<file path="config.mk">
export PLATFORM = sky130hd
export DESIGN_NAME = ultra_sonic_filter
export DESIGN_NICKNAME = d
export VERILOG_FILES = /design/src/rtl/ultra_sonic_pkg.sv /design/src/rtl/ultra_sonic_ring.sv /design/src/rtl/ultra_sonic_filter.sv
export SDC_FILE = /design/constraint.sdc
export NUM_CORES = 1
export LEC_CHECK = 0
export ABC_AREA = 1
export CAP_MARGIN = 20
export CORE_ASPECT_RATIO = 1.75
export CORE_MARGIN = 2
export CORE_UTILIZATION = 62
export CTS_BUF_LIST = sky130_fd_sc_hd__clkbuf_4
export CTS_CLUSTER_SIZE = 10
export DETAILED_ROUTE_END_ITERATION = 10
export PLACE_DENSITY_LB_ADDON = 0.1
export SLEW_MARGIN = 20
export SYNTH_ARGS = -nofsm -noshare
export SYNTH_HDL_FRONTEND = slang
export SYNTH_SLANG_ARGS = --single-unit
</file>
<file path="constraint.sdc">
create_clock -name clk -period 4.1 [get_ports clk]
set_input_delay 1.23 -clock clk [delete_from_list [all_inputs] [get_ports clk]]
set_output_delay 1.23 -clock clk [all_outputs]
set_load 0.01 [all_outputs]
</file>
<file path="src/rtl/ultra_sonic_pkg.sv">
// Shared types and constants for the ultrasonic ranger filter stage.
package ultra_sonic_pkg;

    localparam int SAMPLE_WIDTH = 16;

    typedef enum logic {
        FILL,
        RUN
    } filt_state_t;

endpackage

</file>
<file path="src/rtl/ultra_sonic_ring.sv">
// Sample window storage: one write per accepted sample, oldest entry read at wr_ptr.
module ultra_sonic_ring
    import ultra_sonic_pkg::*;
#(
    parameter int DATA_WIDTH = SAMPLE_WIDTH,
    parameter int WIN_LOG2   = 2
) (
    input  logic                  clk,
    input  logic                  reset_l,
    input  logic                  wr_en,
    input  logic [DATA_WIDTH-1:0] wr_data,
    input  logic                  flush,
    output logic [DATA_WIDTH-1:0] oldest,
    output logic [WIN_LOG2-1:0]   wr_ptr
);

    localparam int DEPTH = 2 ** WIN_LOG2;

    logic [DATA_WIDTH-1:0] mem [DEPTH];

    always_ff @(posedge clk or negedge reset_l) begin
        if (!reset_l) begin
            wr_ptr <= '0;
            for (int i = 0; i < DEPTH; i++) begin
                mem[i] <= '0;
            end
        end else if (flush) begin
            wr_ptr <= '0;
        end else if (wr_en) begin
            mem[wr_ptr] <= wr_data;
            wr_ptr      <= wr_ptr + 1'b1;
        end
    end

    // Slot about to be overwritten holds the sample leaving the window.
    assign oldest = mem[wr_ptr];

endmodule

</file>
<file path="src/rtl/ultra_sonic_filter.sv">
// Moving-average filter with hysteresis proximity flag and silence timeout.
module ultra_sonic_filter
    import ultra_sonic_pkg::*;
#(
    parameter int                    DATA_WIDTH    = SAMPLE_WIDTH,
    parameter int                    WIN_LOG2      = 2,
    parameter int                    TIMEOUT_WIDTH = 23,
    parameter logic [DATA_WIDTH-1:0] NEAR_THRESH   = 16'd150,
    parameter logic [DATA_WIDTH-1:0] HYST          = 16'd16
) (
    input  logic                  clk,
    input  logic                  reset_l,
    input  logic [DATA_WIDTH-1:0] sample_data,
    input  logic                  sample_valid,
    input  logic                  clear,
    output logic [DATA_WIDTH-1:0] avg_data,
    output logic                  avg_valid,
    output logic                  near,
    output logic                  sensor_timeout
);

    localparam int SW = DATA_WIDTH + WIN_LOG2;

    filt_state_t               state;
    filt_state_t               state_next;
    logic [SW-1:0]             sum;
    logic [SW-1:0]             sum_next;
    logic [WIN_LOG2-1:0]       fill_cnt;
    logic [TIMEOUT_WIDTH-1:0]  silence_cnt;
    logic [DATA_WIDTH-1:0]     oldest;
    logic [DATA_WIDTH-1:0]     oldest_term;
    logic [DATA_WIDTH-1:0]     avg_next;
    logic [WIN_LOG2-1:0]       wr_ptr;
    logic                      accept;
    logic                      timeout_hit;
    logic                      flush;
    logic                      fill_last;
    logic                      produce;
    logic                      sil_max;
    logic [DATA_WIDTH:0]       thresh_lo;
    logic [DATA_WIDTH:0]       thresh_hi;

    assign accept      = sample_valid & ~clear;
    assign sil_max     = &silence_cnt;
    // Fires only on the edge the counter becomes all-ones; a sample pre-empts it.
    assign timeout_hit = ~sample_valid &
                         (silence_cnt == {{(TIMEOUT_WIDTH-1){1'b1}}, 1'b0});
    assign flush       = clear | timeout_hit;
    assign fill_last   = (state == FILL) && (fill_cnt == '1);
    assign produce     = accept && ((state == RUN) || fill_last);
    assign oldest_term = (state == RUN) ? oldest : '0;
    assign sum_next    = sum + {{WIN_LOG2{1'b0}}, sample_data}
                             - {{WIN_LOG2{1'b0}}, oldest_term};
    assign avg_next    = sum_next[SW-1:WIN_LOG2];
    assign thresh_lo   = {1'b0, NEAR_THRESH};
    assign thresh_hi   = {1'b0, NEAR_THRESH} + {1'b0, HYST};

    ultra_sonic_ring #(
        .DATA_WIDTH (DATA_WIDTH),
        .WIN_LOG2   (WIN_LOG2)
    ) u_ring (
        .clk     (clk),
        .reset_l (reset_l),
        .wr_en   (accept),
        .wr_data (sample_data),
        .flush   (flush),
        .oldest  (oldest),
        .wr_ptr  (wr_ptr)
    );

    always_comb begin
        state_next = state;
        if (flush) begin
            state_next = FILL;
        end else if (accept && fill_last) begin
            state_next = RUN;
        end
    end

    always_ff @(posedge clk or negedge reset_l) begin
        if (!reset_l) begin
            state <= FILL;
        end else begin
            state <= state_next;
        end
    end

    always_ff @(posedge clk or negedge reset_l) begin
        if (!reset_l) begin
            silence_cnt <= '0;
        end else if (sample_valid) begin
            silence_cnt <= '0;
        end else if (!sil_max) begin
            silence_cnt <= silence_cnt + 1'b1;
        end
    end

    always_ff @(posedge clk or negedge reset_l) begin
        if (!reset_l) begin
            sum            <= '0;
            fill_cnt       <= '0;
            avg_data       <= '0;
            avg_valid      <= 1'b0;
            near           <= 1'b0;
            sensor_timeout <= 1'b0;
        end else if (flush) begin
            sum       <= '0;
            fill_cnt  <= '0;
            avg_valid <= 1'b0;
            near      <= 1'b0;
            if (timeout_hit) begin
                sensor_timeout <= 1'b1;
            end
        end else if (accept) begin
            sum            <= sum_next;
            sensor_timeout <= 1'b0;
            avg_valid      <= produce;
            if (state == FILL) begin
                fill_cnt <= fill_cnt + 1'b1;
            end
            if (produce) begin
                avg_data <= avg_next;
                if ({1'b0, avg_next} < thresh_lo) begin
                    near <= 1'b1;
                end else if ({1'b0, avg_next} >= thresh_hi) begin
                    near <= 1'b0;
                end
            end
        end else begin
            avg_valid <= 1'b0;
        end
    end

endmodule

</file>
==> metrics.yaml <==
cp.required_ns: 4.58
synth-seq-cells: 129
ctsHoldBuffers: 0
ir_worst_vdd_mv: 0.466
fp-row-count: 53
cts_buffers: 17
insertion_delay_ns: 0.56
period_needed_ns: 3.62
grt_usage_pct: 32.0
post_cts.repair.setup_buffers: 0
power.density_mw_per_mm2: 639
core_mm2: 0.0119
synth_edf_count: 0
worst_hold_path_type: "register to register"
post_cts_resized: 0
yosysWarnings: 0
syn_area_mm2: 0.00754
end_kind: "register"
route.detailed.drc: 0
vias: 6523
synth_top_area_share_pct: 42.8
hold_violations: 0
io_buffers: 38
ant_nets: 0
gp_congestion: 1.01
dieArea_mm2: 0.0131
synth_largest_area_cell: "dfrtp_1"
rsz0062_at_grt: "false"
seq_area_frac_synth_pct: 42.8
grt_pass1_vias: 6681
post_drt_wl_per_cell_um: 16.4
seq_power_share_pct: 31.9
viasPerCell: 5.60
cpMostUsedCell: "nand2_1"
setup.worst_path.class: "register to register"
postSynthAreaPerCell_um2: 7.84
syn_nets: 1022
p_switching_mw: 2.32
power_frac_comb_pct: 48.7
drive_above_1_share_pct: 11.8
drv_slew: 0
overflow: 0
fin_area_mm2: 0.00851
synth-async-reset-ratio_pct: 100
clock_sinks: 129
grt_pass1_wl_um: 32000
cp_slowest_stage_delay_ns: 0.64
power_frac_clock_pct: 19.4
cts_max_path_buffers: 2
first_pass_iters: 5
cp_cell_sequence: "inv_1 -> buf_4 -> o21ai_0 -> a21oi_1 -> fa_1 -> inv_1 -> ha_1 -> nand2_1 -> nor2_2 -> nand3_1 -> nand2_1 -> nand2_1 -> nand3_1 -> nand2_1 -> nor2_1 -> nand2_1 -> nand2_1 -> nand2_1 -> a21oi_2"
h-tree-depth: 4
intPower_mw: 3.12
power.total_mw: 5.44
most-common-layout-cells: "nand2_1, dfrtp_1, inv_1"
max_clock_freq_mhz: 277
ys.flop_type: "dfrtp_1"
cts_root_buf: "clkbuf_4"
ioPinCount: 39
antenna_found_initial: 1
leakage_nw: 4.18
worst_pin_slew_ns: 0.570
totalWireLength_um: 19100
syn-instance-count: 961
ys_types: 44
status: "completed"
crit_fanout: 24
fin_crit_sh_pct: 88.2
dieWidth_um: 87.4
dpl.hpwl_um: 14400
swShare_pct: 42.6
fin_worst_skew_ns: 0.0234
path_clk_slew_ns: 0.11
drt-initial-drc-count: 361
area_growth_pct: 12.9
final_nets: 1075
grt_max_degree: 60
cts_tree: "yes"
place_area_mm2: 0.00816
synth_area_leaders: "dfrtp_1, nand2_1, o21ai_0"
cp.arrival_ns: 4.10
slew_headroom_pct: 61.7
dieHeight_um: 150
layout_commonest_cell: "nand2_1"
start_util_pct: 63.2
critPathLaunchType: "register"
finalSetupViolCount: 0
setup_tns_ns: 0
cpMaxStageDelayCell: "dfrtp_1"
cap_viol_max_count: 0
-- cells in the mapped netlist (3+ instances only) --
| cell | count |
|---|---|
| nor2_2 | 11 |
| or2_2 | 3 |
| nand2_1 | 215 |
| nand4_1 | 8 |
| nand2_2 | 7 |
| xnor2_1 | 3 |
| o21ai_2 | 3 |
| nor4_1 | 3 |
| xor2_1 | 4 |
| o21ai_0 | 124 |
| buf_2 | 3 |
| nand2_4 | 3 |
| o22ai_1 | 4 |
| nand3_1 | 36 |
| buf_6 | 3 |
| clkbuf_1 | 25 |
| nor3_2 | 3 |
| a21oi_1 | 42 |
| dfrtp_1 | 129 |
| a31oi_1 | 3 |
| ha_1 | 25 |
| o22ai_2 | 10 |
| nor2_1 | 98 |
| inv_2 | 9 |
| fa_1 | 16 |
| and2_1 | 4 |
| nand3_2 | 4 |
| o21ai_1 | 7 |
| a211oi_1 | 3 |
| nor3_1 | 6 |
| inv_1 | 128 |
-- worst max-delay path, delay by kind of cell (launching register included) --
| family | cells | cell delay, ns |
|---|---|---|
| AND/OR/NAND/NOR | 11 | 1.21 |
| adder cells (fa/ha/maj) | 2 | 0.88 |
| AO/OA/AOI/OAI | 3 | 0.43 |
| buffers and inverters | 3 | 0.38 |
| flip-flops | 1 | 0.64 |
-- through the flow --
stage	hold WS, ns	instances	setup WS (ns)	util, %
2_1_floorplan	0.448	961	0.879	-
3_3_place_gp	0.460	1132	0.0330	68.4
3_5_place_dp	0.465	1132	0.0489	68.4
4_1_cts	0.494	1164	0.535	71.3
5_1_grt	0.509	1165	0.131	71.3
6_report	0.491	1165	0.485	71.3
-- registers in the layout, summed over array words and instances (netlist names) --
name	count
u_ring.wr_ptr	2
sum	18
sensor_timeout	1
fill_cnt	2
u_ring.mem	64
near	1
silence_cnt	23
avg_valid	1
state	1
avg_data	16
-- power by group through the flow --
stage / clock [mW] / sequential, mW / combinational [mW]
6_report: 1.05 / 1.73 / 2.65
5_1_grt: 1.12 / 1.77 / 2.98
4_1_cts: 1.07 / 1.73 / 2.63
3_5_place_dp: 0 / 1.75 / 2.61
3_3_place_gp: 0 / 1.75 / 2.57
2_1_floorplan: 0 / 1.76 / 1.72
-- cell families (layout without fill, tap and decap cells) --
| group | after synthesis | after routing | share of synthesized area, % |
|---|---|---|---|
| simple gates | 405 | 405 | 23.3 |
| other cells | 0 | 1 | 0 |
| compound gates | 207 | 207 | 15.7 |
| flops | 129 | 129 | 42.8 |
| xor+xnor | 7 | 7 | 0.813 |
| fa+ha+maj | 41 | 41 | 8.40 |
| buf+inv | 172 | 238 | 8.96 |
-- cell type report --
| class | count | area (um2) |
|---|---|---|
| Multi-Input combinational cell | 660 | 3630 |
| Clock inverter | 14 | 213 |
| Fill cell | 984 | 3420 |
| Timing Repair Buffer | 67 | 608 |
| Inverter | 139 | 522 |
| Sequential cell | 129 | 3230 |
| Clock buffer | 18 | 135 |
| Antenna cell | 1 | 2.50 |
| Tap cell | 137 | 171 |
-- final timing paths --
| check | end | cells after the start | from | slack (ns) |
|---|---|---|---|---|
| hold reg to reg | u_ring.mem[38]$_DFFE_PN0P_ | 2 | u_ring.mem[38]$_DFFE_PN0P_ | 0.49 |
| setup reg to reg | near$_DFFE_PN0P_ | 19 | u_ring.wr_ptr[0]$_DFFE_PN0P_ | 0.48 |
| max in group asynchronous | sum[15]$_DFFE_PN0P_ | 2 | reset_l | 2.63 |
| min in group asynchronous | u_ring.mem[26]$_DFFE_PN0P_ | 1 | reset_l | 0.60 |
| setup / recovery | near$_DFFE_PN0P_ | 19 | u_ring.wr_ptr[0]$_DFFE_PN0P_ | 0.48 |
| hold / removal | u_ring.mem[38]$_DFFE_PN0P_ | 2 | u_ring.mem[38]$_DFFE_PN0P_ | 0.49 |
-- metal layers --
layer	share of wire [%]	track usage (%)	up-vias
met5	0	0	-
met4	5.5	19.0	0
met3	3.9	5.63	71
met2	53	56.1	187
met1	38	35.2	3072
li1	-	-	3193
Power figures use the tool's default switching activity.
